## src/rtl/half_norm.sv

```systemverilog
// Normalize / round-to-nearest-even / pack stage for the FP16 adder: one renormalization shift per cycle.
// Optional macro HALF_NORM_FTZ_EN flushes subnormal results to signed zero.
module half_norm (
    input  logic        clk,
    input  logic        nrst,
    input  logic        in_valid,
    output logic        in_ready,
    input  logic        in_sign,
    input  logic [4:0]  in_exp,
    input  logic [13:0] in_mant,
    output logic [15:0] out,
    output logic        out_valid,
    input  logic        out_ready
);

`ifdef HALF_NORM_FTZ_EN
    localparam logic FTZ = 1'b1;
`else
    localparam logic FTZ = 1'b0;
`endif

    typedef enum logic [2:0] {IDLE, RSHIFT, LSHIFT, ROUND, DONE} state_t;

    state_t        state, state_nxt;
    logic          sign, sign_nxt;
    logic [5:0]    exp, exp_nxt;
    logic [13:0]   mant, mant_nxt;
    logic [15:0]   out_nxt;
    logic [13:0]   mant_sh;
    logic [5:0]    exp_dec;
    logic [5:0]    exp_inc;

    // Round-to-nearest-even on mant[12:2] with guard mant[1] and sticky mant[0], then pack.
    function automatic logic [15:0] round_pack(input logic s, input logic [5:0] e, input logic [13:0] m);
        logic        inc;
        logic [11:0] m12;
        logic [5:0]  e_r;
        logic [4:0]  field;
        inc = m[1] & (m[0] | m[2]);
        m12 = {1'b0, m[12:2]} + {11'd0, inc};
        e_r = e;
        if (m12[11]) begin
            e_r = e + 6'd1;
            m12 = 12'h400;
        end
        if (e_r >= 6'd31) begin
            round_pack = {s, 5'h1F, 10'h000};
        end else begin
            // No hidden bit after rounding means the result stays subnormal.
            field      = m12[10] ? e_r[4:0] : 5'd0;
            round_pack = {s, field, m12[9:0]};
        end
    endfunction

    assign in_ready  = (state == IDLE);
    assign out_valid = (state == DONE);
    assign mant_sh   = {mant[12:0], 1'b0};
    assign exp_dec   = exp - 6'd1;
    assign exp_inc   = exp + 6'd1;

    always_ff @(posedge clk or negedge nrst) begin
        if (!nrst) begin
            state <= IDLE;
            out   <= 16'h0000;
        end else begin
            state <= state_nxt;
            out   <= out_nxt;
        end
    end

    always_ff @(posedge clk) begin
        sign <= sign_nxt;
        exp  <= exp_nxt;
        mant <= mant_nxt;
    end

    always_comb begin
        state_nxt = state;
        sign_nxt  = sign;
        exp_nxt   = exp;
        mant_nxt  = mant;
        out_nxt   = out;
        case (state)
            IDLE: begin
                if (in_valid) begin
                    sign_nxt = in_sign;
                    exp_nxt  = (in_exp == 5'd0) ? 6'd1 : {1'b0, in_exp};
                    mant_nxt = in_mant;
                    if (in_exp == 5'd31) begin
                        state_nxt = DONE;
                        out_nxt   = (in_mant[11:2] == 10'd0) ? {in_sign, 5'h1F, 10'h000} : 16'h7E00;
                    end else if (in_mant == 14'd0) begin
                        state_nxt = DONE;
                        out_nxt   = {in_sign, 15'h0000};
                    end else if (in_mant[13]) begin
                        state_nxt = RSHIFT;
                    end else if (!in_mant[12]) begin
                        state_nxt = LSHIFT;
                    end else begin
                        state_nxt = ROUND;
                    end
                end
            end
            RSHIFT: begin
                mant_nxt = {1'b0, mant[13:2], mant[1] | mant[0]};
                exp_nxt  = exp_inc;
                if (exp_inc >= 6'd31) begin
                    state_nxt = DONE;
                    out_nxt   = {sign, 5'h1F, 10'h000};
                end else begin
                    state_nxt = ROUND;
                end
            end
            LSHIFT: begin
                // Look ahead at the shifted value so the final shift goes straight to ROUND.
                if (!mant[12] && exp > 6'd1) begin
                    mant_nxt = mant_sh;
                    exp_nxt  = exp_dec;
                    if (mant_sh[12]) begin
                        state_nxt = ROUND;
                    end else if (exp_dec == 6'd1) begin
                        state_nxt = FTZ ? DONE : ROUND;
                        if (FTZ) out_nxt = {sign, 15'h0000};
                    end
                end else if (mant[12]) begin
                    state_nxt = ROUND;
                end else begin
                    state_nxt = FTZ ? DONE : ROUND;
                    if (FTZ) out_nxt = {sign, 15'h0000};
                end
            end
            ROUND: begin
                out_nxt   = round_pack(sign, exp, mant);
                state_nxt = DONE;
            end
            DONE: begin
                if (out_ready) state_nxt = IDLE;
            end
            default: state_nxt = IDLE;
        endcase
    end

endmodule

```

## config.mk

```make
export PLATFORM = sky130hd
export DESIGN_NAME = half_norm
export DESIGN_NICKNAME = d
export VERILOG_FILES = /design/src/rtl/half_norm.sv
export SDC_FILE = /design/constraint.sdc
export NUM_CORES = 1
export LEC_CHECK = 0
export BUFFER_PORTS_ARGS = -buffer_cell sky130_fd_sc_hd__buf_2
export CORE_MARGIN = 2
export CORE_UTILIZATION = 40
export DETAILED_ROUTE_END_ITERATION = 12
export GPL_TIMING_DRIVEN = 0
export HOLD_SLACK_MARGIN = 0.08
export PLACE_DENSITY = 0.72
export SYNTH_ARGS = -nofsm -noshare
export SYNTH_HDL_FRONTEND = slang
export SYNTH_SLANG_ARGS = --single-unit
```

## constraint.sdc

```tcl
create_clock -name clk -period 3.2 [get_ports clk]
set_input_delay 0.64 -clock clk [delete_from_list [all_inputs] [get_ports clk]]
set_output_delay 0.64 -clock clk [all_outputs]
set_load 0.01 [all_outputs]
```

==> results of run 1 <==
==> logic make-up after synthesis <==
kind of cell,share of synthesized area [%]
muxes,2.042
AOI/OAI and AO/OA,20.22
buffers and inverters,3.834
adders and majority gates,2.988
and+or+nand+nor,22.01
DFF,44.02
xor gates and xnor gates,4.881
==> cell usage after synthesis (3+ instances only) <==
| cell | n |
|---|---|
| o211ai_1 | 4 |
| or4_1 | 3 |
| nand2_1 | 48 |
| a22oi_1 | 11 |
| a21oi_1 | 11 |
| o221ai_1 | 3 |
| o31ai_1 | 3 |
| o21ai_0 | 21 |
| nor4_1 | 5 |
| a21o_1 | 3 |
| edfxtp_1 | 21 |
| ha_1 | 6 |
| and2_1 | 3 |
| inv_1 | 11 |
| dfrtp_1 | 19 |
| mux2i_1 | 4 |
| nor3_1 | 10 |
| clkbuf_1 | 12 |
| xnor2_1 | 9 |
| xor2_1 | 5 |
| nand3_1 | 10 |
| nor2_1 | 28 |
| o21ai_1 | 3 |
==> final cells by class <==
| class | instances | share of cell area [%] |
|---|---|---|
| Buffer | 14 | 1.865 |
| Clock buffer | 6 | 2.798 |
| Clock inverter | 2 | 1.314 |
| Inverter | 11 | 1.399 |
| Multi-Input combinational cell | 221 | 44.51 |
| Sequential cell | 40 | 37.47 |
| Tap cell | 75 | 3.179 |
| Timing Repair Buffer | 42 | 7.461 |
==> sequential cells by signal, indices dropped and copies added, names as in the netlist <==
register  cells
mant         14
state         3
out          16
exp           6
sign          1
==> through the flow <==
step,setup TNS [ns],util [%],cells,area [um^2]
after CTS,0,49.27,411,2952
final,0,49.27,411,2952
after detailed placement,0,47.24,403,2830
after global routing,0,49.27,411,2952
after global placement,-10.05,46.93,402,2811
after floorplan,0,-,286,2512
==> worst max-delay path, cell delays in order (launching register included) <==
cell	delay (ns)
edfxtp_1	0.40
clkbuf_1	0.31
inv_1	0.17
ha_1	0.33
nor2_1	0.14
nor4b_1	0.08
or4_1	0.44
a21oi_2	0.50
buf_8	0.23
==> layer usage <==
| layer | track usage [%] | up-vias | wire length [um] |
|---|---|---|---|
| li1 | - | 1149 | - |
| met2 | 29.25 | 99 | 2897 |
| met1 | 27.01 | 1072 | 2950 |
| met4 | 7.004 | 0 | 108 |
| met3 | 3.976 | 9 | 500 |
| met5 | 0 | - | 0 |
==> report_power, final <==
part,switching [mW],internal (mW),leakage (nW)
sequential,0.208,0.844,0.458
clock,0.192,0.255,0.0614
combinational,0.865,0.508,0.749
==> repair_timing <==
| action | CTS | global route |
|---|---|---|
| endpoints found under the setup margin | 0 | 6 |
| endpoints found under the hold margin | 0 | 0 |
| resized for setup | 0 | 1 |
==> worst paths after layout <==
kind | startpoint | slack (ns) | depth (start not counted) | to
worst max-delay path | exp[0] | 0.33 | 8 | mant[8]
worst min-delay path | nrst | 0.27 | 1 | state[1]
worst max register to register | exp[0] | 0.33 | 8 | mant[8]
worst min register to register | out[15] | 0.48 | 1 | out[15]
max in group asynchronous | nrst | 2.63 | 1 | out[10]
min in group clk | out[15] | 0.48 | 1 | out[15]
==> results by group, run 1 <==
Outcome
  • Status: complete, no violations

Floorplanning
  • Die H: 83.25 um
  • I/O Pins: 42
  • Rows: 28
  • Die area: 6931 um^2
  • Starting Density: 41.94%
  • Core Box Area: 5991 um^2
  • Chip Width: 83.25 um

Global route
  • Largest net degree at the start of global routing: 20
  • Vias in the first global route: 2243
  • Overflow left after global routing: 0
  • Initial antenna violation count: 0
  • Total global-route track usage: 19.22%
  • First-pass GRT wire length: 10900 um

Finish
  • Commonest non-fill, non-tap cell in the layout: nand2_1
  • Multi-input gate area: 1314 um^2
  • Nets: 365
  • Area Growth Syn to Fin: 17.48%
  • Commonest cells after routing, fill and taps aside: nand2_1 (48), buf_2 (42), nor2_1 (28)
  • Layout cell share with drive strength beyond 1: 16.37%
  • Register area: 1106 um^2
  • N_diodes: 0
  • FILL cells: 590

Synth
  • Synthesized flop and latch total: 40
  • Mapped Nets: 316
  • Mapped Cells: 286
  • Synth cell types: 49
  • Synth top area cells: edfxtp_1 (25%), dfrtp_1 (19%), nand2_1 (7.2%), nor2_1 (4.2%), o21ai_0 (4.2%)
  • Post-synthesis sequential area ratio: 44.02%
  • Post-synth EDFFs: 21
  • Yosys top cell by area: edfxtp_1
  • Mapped cell area: 2512 um^2
  • Post-synth top area share: 25.10%
  • Top FF cell, synth: edfxtp_1
  • Ys async rst share: 47.50%
  • Synth warn: 0
  • Post-Syn Area per Cell: 8.785 um^2

Clock network
  • Clk_lat worst skew: 0.30 ns
  • Max clock buf depth: 2
  • CTS Buf Count: 5
  • Setup Buffers After CTS: 0
  • Root buf cell: clkbuf_8
  • Cts hold-fix bufs: 0
  • Clock Sinks: 40
  • CTS tree: yes
  • Clock transition at the registers of the reported paths: 0.08 ns
  • H-tree levels: 2

Pwr
  • Total Power: 2.873 mW
  • Max IR drop VDD: 0.3666 mV
  • Pwr Density: 973.3 nW/um^2
  • Lkg Pwr: 1.268 nW

Placed design
  • Routability cong.: 0.8710
  • Hpwl dp: 4910 um
  • Port Buffers: 41
  • DP Worst Slack: 0.1877 ns

STA
  • Final WS setup: 0.3266 ns
  • Worst-Margin Slew: 1.050 ns
  • Layout Skew: 0.005082 ns
  • Worst rel slew slack: 29.44%
  • Max Freq: 0.3480 GHz
  • Final worst-path cycle share: 89.79%
  • Hold WS: 0.2677 ns
  • Final Hold Fails: 0
  • Max-slew violation count: 0
  • Final worst path period need: 2.873 ns
  • RSZ-0062 raised after global routing: false
  • Final setup viols: 0

Route
  • DR vias: 2329
  • # DRC: 0
  • Antenna Nets Post-Route: 0
  • Routed wire length: 6456 um
  • First DRT Iteration DRCs: 220
  • Pre-antenna DRT Iters: 4
  • Vias per inst: 5.667
  • Drt wl/cell: 15.71 um

Critical path
  • Crit Path Max Fanout: 13
  • Critical Path RT: 3.21 ns
  • Crit end category: flip-flop
  • Startpoint types: flip-flop
  • Crit path arrival time: 2.89 ns
  • Setup Crit Path Kind: reg -> reg

Flow run
  • Maxcap violations: 0

Hold path
  • Hold Path Class: in -> async
(Power assumes the default switching activity.)
==> inputs of run 2 (changes only) <==
--- a/config.mk
+++ b/config.mk
@@ -9,7 +9,6 @@
 export CORE_MARGIN = 2
 export CORE_UTILIZATION = 40
 export DETAILED_ROUTE_END_ITERATION = 12
-export GPL_TIMING_DRIVEN = 0
 export HOLD_SLACK_MARGIN = 0.08
 export PLACE_DENSITY = 0.72
 export SYNTH_ARGS = -nofsm -noshare
==> run 2 against run 1 <==
- first-iteration DRC count is 9.5% lower
- count of clock-buffer cells in the layout is 1 lower
- largest cell class unchanged
- flip-flop and latch count stayed put
- hold slack hardly changed
- core utilization is 0.73 points lower
- power is 2.6% lower
- critical endpoint is now out[11]
- register-to-register slack better by 0.14 ns
- wire length is 3.0% lower
- design area is 1.5% lower
- sequential share of layout area is 0.56 points higher
- clock skew is 0.0050 ns higher
- setup slack better by 0.14 ns
==> results by group, run 2 (same netlist as run 1, synthesis figures left out) <==
STA
  • Layout Skew: 0.01009 ns (+0.005004 ns)
  • Final Hold Fails: 0 (unchanged)
  • Final worst path period need: 2.734 ns (-0.1393 ns)
  • Max Freq: 0.3658 GHz (+5.1%)
  • Worst rel slew slack: 56.54% (+27 points)
  • Final worst-path cycle share: 85.44% (-4.4 points)
  • Worst-Margin Slew: 0.6470 ns (-0.4033 ns)
  • RSZ-0062 raised after global routing: false
  • Max-slew violation count: 0 (unchanged)
  • Final TNS setup: 0 ns (unchanged)
  • Hold WS: 0.2681 ns (+0.0003600 ns)
  • Final setup viols: 0 (unchanged)

Critical path
  • Setup Crit Path Kind: reg -> reg
  • Startpoint types: flip-flop
  • Crit path arrival time: 2.91 ns (+0.02 ns)
  • Crit end category: flip-flop
  • Crit Path Max Fanout: 9 (-4)
  • Critical Path RT: 3.38 ns (+0.17 ns)

Clock network
  • Root buf cell: clkbuf_8
  • Clock Sinks: 40 (unchanged)
  • CTS tree: yes
  • Post_cts resized: 0 (unchanged)
  • Clk_lat worst skew: 0.30 ns (about the same)
  • Clock transition at the registers of the reported paths: 0.08 ns (about the same)
  • H-tree levels: 2 (unchanged)
  • Max clock buf depth: 2 (unchanged)
  • Cts hold-fix bufs: 0 (unchanged)
  • CTS Buf Count: 5 (unchanged)
  • Setup Buffers After CTS: 0 (unchanged)

Placed design
  • Port Buffers: 41 (unchanged)
  • Hpwl dp: 4667 um (-5.0%)
  • Routability cong.: 0.9146 (+5.0%)

Floorplanning
  • I/O Pins: 42 (unchanged)
  • Rows: 28 (unchanged)
  • Die area: 6931 um^2 (unchanged)
  • Chip Width: 83.25 um (unchanged)
  • Starting Density: 41.94% (unchanged)
  • Core Box Area: 5991 um^2 (unchanged)
  • Die H: 83.25 um (unchanged)

Global route
  • Grt met2 use: 26.39% (-2.9 points)
  • Vias in the first global route: 2106 (-6.1%)
  • Largest net degree at the start of global routing: 21 (+5.0%)
  • Overflow left after global routing: 0 (unchanged)
  • Total global-route track usage: 18.56% (-0.66 points)
  • Met3 Usage GRT: 3.181% (-0.80 points)
  • Met1 Usage GRT: 27.25% (+0.24 points)
  • Initial antenna violation count: 0 (unchanged)
  • Most Used Layer, Global Route: met1
  • First-pass GRT wire length: 10470 um (-4.0%)

Finish
  • Max reg flops: 16 (unchanged)
  • Largest regs: out (16), mant (14), exp (6)
  • Biggest register: out
  • Commonest cells after routing, fill and taps aside: nand2_1 (48), buf_2 (41), nor2_1 (28)
  • N_diodes: 0 (unchanged)
  • Nets: 356 (-2.5%)
  • Layout cell share with drive strength beyond 1: 16.82% (+0.45 points)
  • Commonest non-fill, non-tap cell in the layout: nand2_1
  • FILL cells: 603 (+2.2%)
  • Area Growth Syn to Fin: 15.74%

Route
  • DR vias: 2304 (-1.1%)
  • Routed wire length: 6264 um (-3.0%)
  • Antenna Nets Post-Route: 0 (unchanged)
  • # DRC: 0 (unchanged)
  • Pre-antenna DRT Iters: 4 (unchanged)
  • Drt wl/cell: 15.58 um (-0.80%)
  • First DRT Iteration DRCs: 199 (-9.5%)
  • Vias per inst: 5.731 (+1.1%)

Pwr
  • Max IR drop VDD: 0.3954 mV (+7.9%)
  • Pwr Density: 962.3 nW/um^2 (-1.1%)
  • Lkg Pwr: 1.259 nW (-0.71%)

Flow run
  • Maxcap violations: 0 (unchanged)

Hold path
  • Hold Path Class: in -> async

Outcome
  • Status: complete, no violations
## run 2: stage by stage
| step | power [mW] | worst slack (ns) | instance area, um^2 | std cells | utilization [%] |
|---|---|---|---|---|---|
| after global routing | 3.042 | 0.2638 | 2908 | 402 | 48.54 |
| final | 2.798 | 0.4659 | 2908 | 402 | 48.54 |
| after CTS | 2.807 | 0.4721 | 2908 | 402 | 48.54 |
| after detailed placement | 2.393 | 0.5039 | 2801 | 394 | 46.76 |
| after global placement | 2.356 | 0.5940 | 2801 | 394 | 46.76 |
| after floorplan | 1.973 | 0.2550 | 2512 | 286 | - |
## run 2: power breakdown
| part | total (mW) | internal [mW] | switching (mW) |
|---|---|---|---|
| registers | 1.17 | 0.847 | 0.322 |
| logic | 1.22 | 0.495 | 0.727 |
| clock network | 0.407 | 0.227 | 0.179 |
| total | 2.80 | 1.57 | 1.23 |
## run 2: layer usage
layer  routed length (um)  up-vias
met1                 2995     1083
met5                    0        -
li1                     -     1128
met2                 2747       83
met3                  399       10
met4                  121        0
## run 2: final cells by class
type / instances / area, um^2 / area share, %
timing repair buffer: 47 / 250.2 / 8.606
tap: 75 / 93.84 / 3.227
sequential: 40 / 1106 / 38.04
multi-input combinational: 221 / 1310 / 45.05
clock buffer: 5 / 68.82 / 2.367
clock inverter: 3 / 37.54 / 1.291
inverter: 11 / 41.29 / 1.420
## run 2: final timing paths
kind / start / endpoint / slack [ns] / cells past startpoint
setup / recovery: mant[2] / out[11] / 0.47 / 8
hold / removal: nrst / state[0] / 0.27 / 1
setup reg to reg: mant[2] / out[11] / 0.47 / 8
hold reg to reg: out[15] / out[15] / 0.48 / 1
max in group asynchronous: nrst / out[1] / 2.62 / 1
min in group clk: out[15] / out[15] / 0.48 / 1
## run 2: critical path: stages (launching register included)
cell	delay, ns
edfxtp_1	0.40
o21a_1	0.13
ha_1	0.18
nand4_1	0.22
or4_1	0.59
mux2i_1	0.17
a2111o_1	0.55
a221oi_1	0.29
o21ai_1	0.09
==> inputs of run 3 (changes only) <==
==> config.mk (replaced) <==
export PLATFORM = sky130hd
export DESIGN_NAME = half_norm
export DESIGN_NICKNAME = d
export VERILOG_FILES = /design/src/rtl/half_norm.sv
export SDC_FILE = /design/constraint.sdc
export NUM_CORES = 1
export LEC_CHECK = 0
export BUFFER_PORTS_ARGS = -buffer_cell sky130_fd_sc_hd__buf_4
export CORE_MARGIN = 2
export CORE_UTILIZATION = 40
export DETAILED_ROUTE_END_ITERATION = 12
export HOLD_SLACK_MARGIN = 0.08
export PLACE_DENSITY = 0.63
export SYNTH_ARGS = -nofsm -noshare
export SYNTH_HDL_FRONTEND = slang
export SYNTH_SLANG_ARGS = --single-unit
==> constraint.sdc (replaced) <==
create_clock -name clk -period 3.15 [get_ports clk]
set_input_delay 0.63 -clock clk [delete_from_list [all_inputs] [get_ports clk]]
set_output_delay 0.63 -clock clk [all_outputs]
set_load 0.01 [all_outputs]
==> run 3 against run 2 <==
- global-route usage up 0.38 points
- clock power down 15%
- setup slack worse by 0.075 ns
- combinational power up 8%
- fmax down 0.89%
- design area up 3.0%
- largest cell class unchanged
==> results by group, run 3 (same netlist as run 1, synthesis figures left out) <==
Clock network
  • Cts hold-fix bufs: 0 (unchanged)
  • Setup Buffers After CTS: 0 (unchanged)
  • Root buf cell: clkbuf_8
  • CTS Buf Count: 5 (unchanged)
  • Clock Sinks: 40 (unchanged)
  • Post_cts resized: 0 (unchanged)
  • CTS tree: yes
  • Clock transition at the registers of the reported paths: 0.08 ns (about the same)
  • H-tree levels: 2 (unchanged)
  • Max clock buf depth: 2 (unchanged)
  • Clk_lat worst skew: 0.30 ns (about the same)

Critical path
  • Setup Crit Path Kind: reg -> reg
  • Start point of the critical path: mant[2]
  • Setup slack, reg-to-reg: 0.39 ns (-0.07 ns)
  • Reg2reg start: mant[2]
  • Crit path cell chain: o21a_1 > ha_1 > nand4_1 > or4_1 > mux2i_1 > a2111o_1 > a221oi_1 > o21ai_1
  • CP delay by family, top: compound AO/OA/AOI/OAI gates
  • Crit Path Max Fanout: 9 (unchanged)
  • Worst path slowest cell: or4_1
  • Crit end category: flip-flop
  • Critical path buffers and inverters: 0 (unchanged)
  • Critical Path RT: 3.33 ns (-0.05 ns)
  • Startpoint types: flip-flop
  • Crit path largest cell delay: 0.60 ns (about the same)
  • Crit path arrival time: 2.94 ns (+0.03 ns)

Flow run
  • Maxcap violations: 0 (unchanged)

Pwr
  • Max IR drop VDD: 0.4253 mV (+7.6%)
  • Total Power: 2.829 mW (+1.1%)
  • Pwr Density: 944.5 nW/um^2 (-1.8%)
  • Lkg Pwr: 1.278 nW (+1.5%)

Floorplanning
  • Rows: 28 (unchanged)
  • Die H: 83.25 um (unchanged)
  • Die area: 6931 um^2 (unchanged)
  • Chip Width: 83.25 um (unchanged)
  • I/O Pins: 42 (unchanged)
  • Starting Density: 41.94% (unchanged)
  • Core Box Area: 5991 um^2 (unchanged)

Global route
  • First-pass GRT wire length: 10740 um (+2.6%)
  • Initial antenna violation count: 0 (unchanged)
  • Largest net degree at the start of global routing: 21 (unchanged)
  • Total global-route track usage: 18.95% (+0.38 points)
  • Vias in the first global route: 2157 (+2.4%)
  • Overflow left after global routing: 0 (unchanged)

Route
  • First DRT Iteration DRCs: 171 (-14%)
  • Routed wire length: 6170 um (-1.5%)
  • Antenna Nets Post-Route: 0 (unchanged)
  • DR vias: 2235 (-3.0%)
  • Drt wl/cell: 15.31 um (-1.7%)
  • # DRC: 0 (unchanged)
  • Vias per inst: 5.546 (-3.2%)
  • Pre-antenna DRT Iters: 4 (unchanged)

Finish
  • Area Growth Syn to Fin: 19.22%
  • Final core utilization: 50.00% (+1.5 points)
  • Fin cells: 403 (+0.25%)
  • Commonest cells after routing, fill and taps aside: nand2_1 (48), buf_4 (48), nor2_1 (28)
  • Layout cell share with drive strength beyond 1: 17.38% (+0.56 points)
  • Post-layout instance area: 2995 um^2 (+3.0%)
  • N_diodes: 0 (unchanged)
  • Biggest register: out
  • FILL cells: 595 (-1.3%)
  • Max reg flops: 16 (unchanged)
  • Largest regs: out (16), mant (14), exp (6)
  • Nets: 357 (+0.28%)

Outcome
  • Status: complete, no violations

STA
  • Worst-Margin Slew: 0.5923 ns (-0.05472 ns)
  • Final worst-path cycle share: 87.58% (+2.1 points)
  • RSZ-0062 raised after global routing: false
  • Max-slew violation count: 0 (unchanged)
  • Layout Skew: 0.005734 ns (-0.004353 ns)
  • Final Hold Fails: 0 (unchanged)
  • Final setup viols: 0 (unchanged)
  • Worst rel slew slack: 60.21% (+3.7 points)
  • Hold WS: 0.1830 ns (-0.08508 ns)
  • Final WS setup: 0.3913 ns (-0.07461 ns)
  • Final worst path period need: 2.759 ns (+0.02461 ns)
  • Final TNS setup: 0 ns (unchanged)
  • Max Freq: 0.3625 GHz (-0.89%)

Placed design
  • Port Buffers: 41 (unchanged)
  • Placed cell areas: 2912 um^2 (+3.9%)
  • Hpwl dp: 4630 um (-0.79%)
  • Inst Count DP: 395 (+0.25%)
  • DP Worst Slack: 0.4348 ns (-0.06908 ns)
  • Routability cong.: 0.8810 (-3.7%)

Hold path
  • Hold Path Class: in -> async
[run 3: cell types whose count changed in the layout (fill, tap and decap cells not counted)]
cell	before	now
inv_4	0	1
clkinv_1	2	0
bufinv_16	1	0
buf_2	41	0
buf_4	6	48
clkbuf_1	0	1
clkinv_2	0	1
[run 3: per-layer routing]
| layer | up-vias | global-route usage [%] | wire length, um |
|---|---|---|---|
| li1 | 1127 | - | - |
| met1 | 1036 | 27.50 | 2942 |
| met2 | 63 | 27.57 | 2722 |
| met3 | 9 | 3.678 | 360 |
| met4 | 0 | 7.750 | 145 |
| met5 | - | 0 | 0 |
[run 3: power breakdown]
part | leakage, nW | switching [mW] | internal (mW)
clock network | 0.0455 | 0.188 | 0.156
logic | 0.775 | 0.752 | 0.565
registers | 0.458 | 0.308 | 0.860
[run 3: path summary, 6_finish.rpt]
kind | depth (start not counted) | end
max | 8 | out[11]
max reg2reg | 8 | out[11]
min in group clk | 2 | out[4]
max in group asynchronous | 1 | out[1]
min reg2reg | 2 | out[4]
min | 1 | state[0]
[run 3: final cells by class]
cell class                      instances  area (um^2)  share of cell area [%]
Inverter                               11        41.29                   1.378
Multi-Input combinational cell        221         1310                   43.73
Sequential cell                        40         1106                   36.93
Tap cell                               75        93.84                   3.133
Clock inverter                          2        11.26                  0.3759
Timing Repair Buffer                   48        360.3                   12.03
Clock buffer                            6        72.57                   2.423
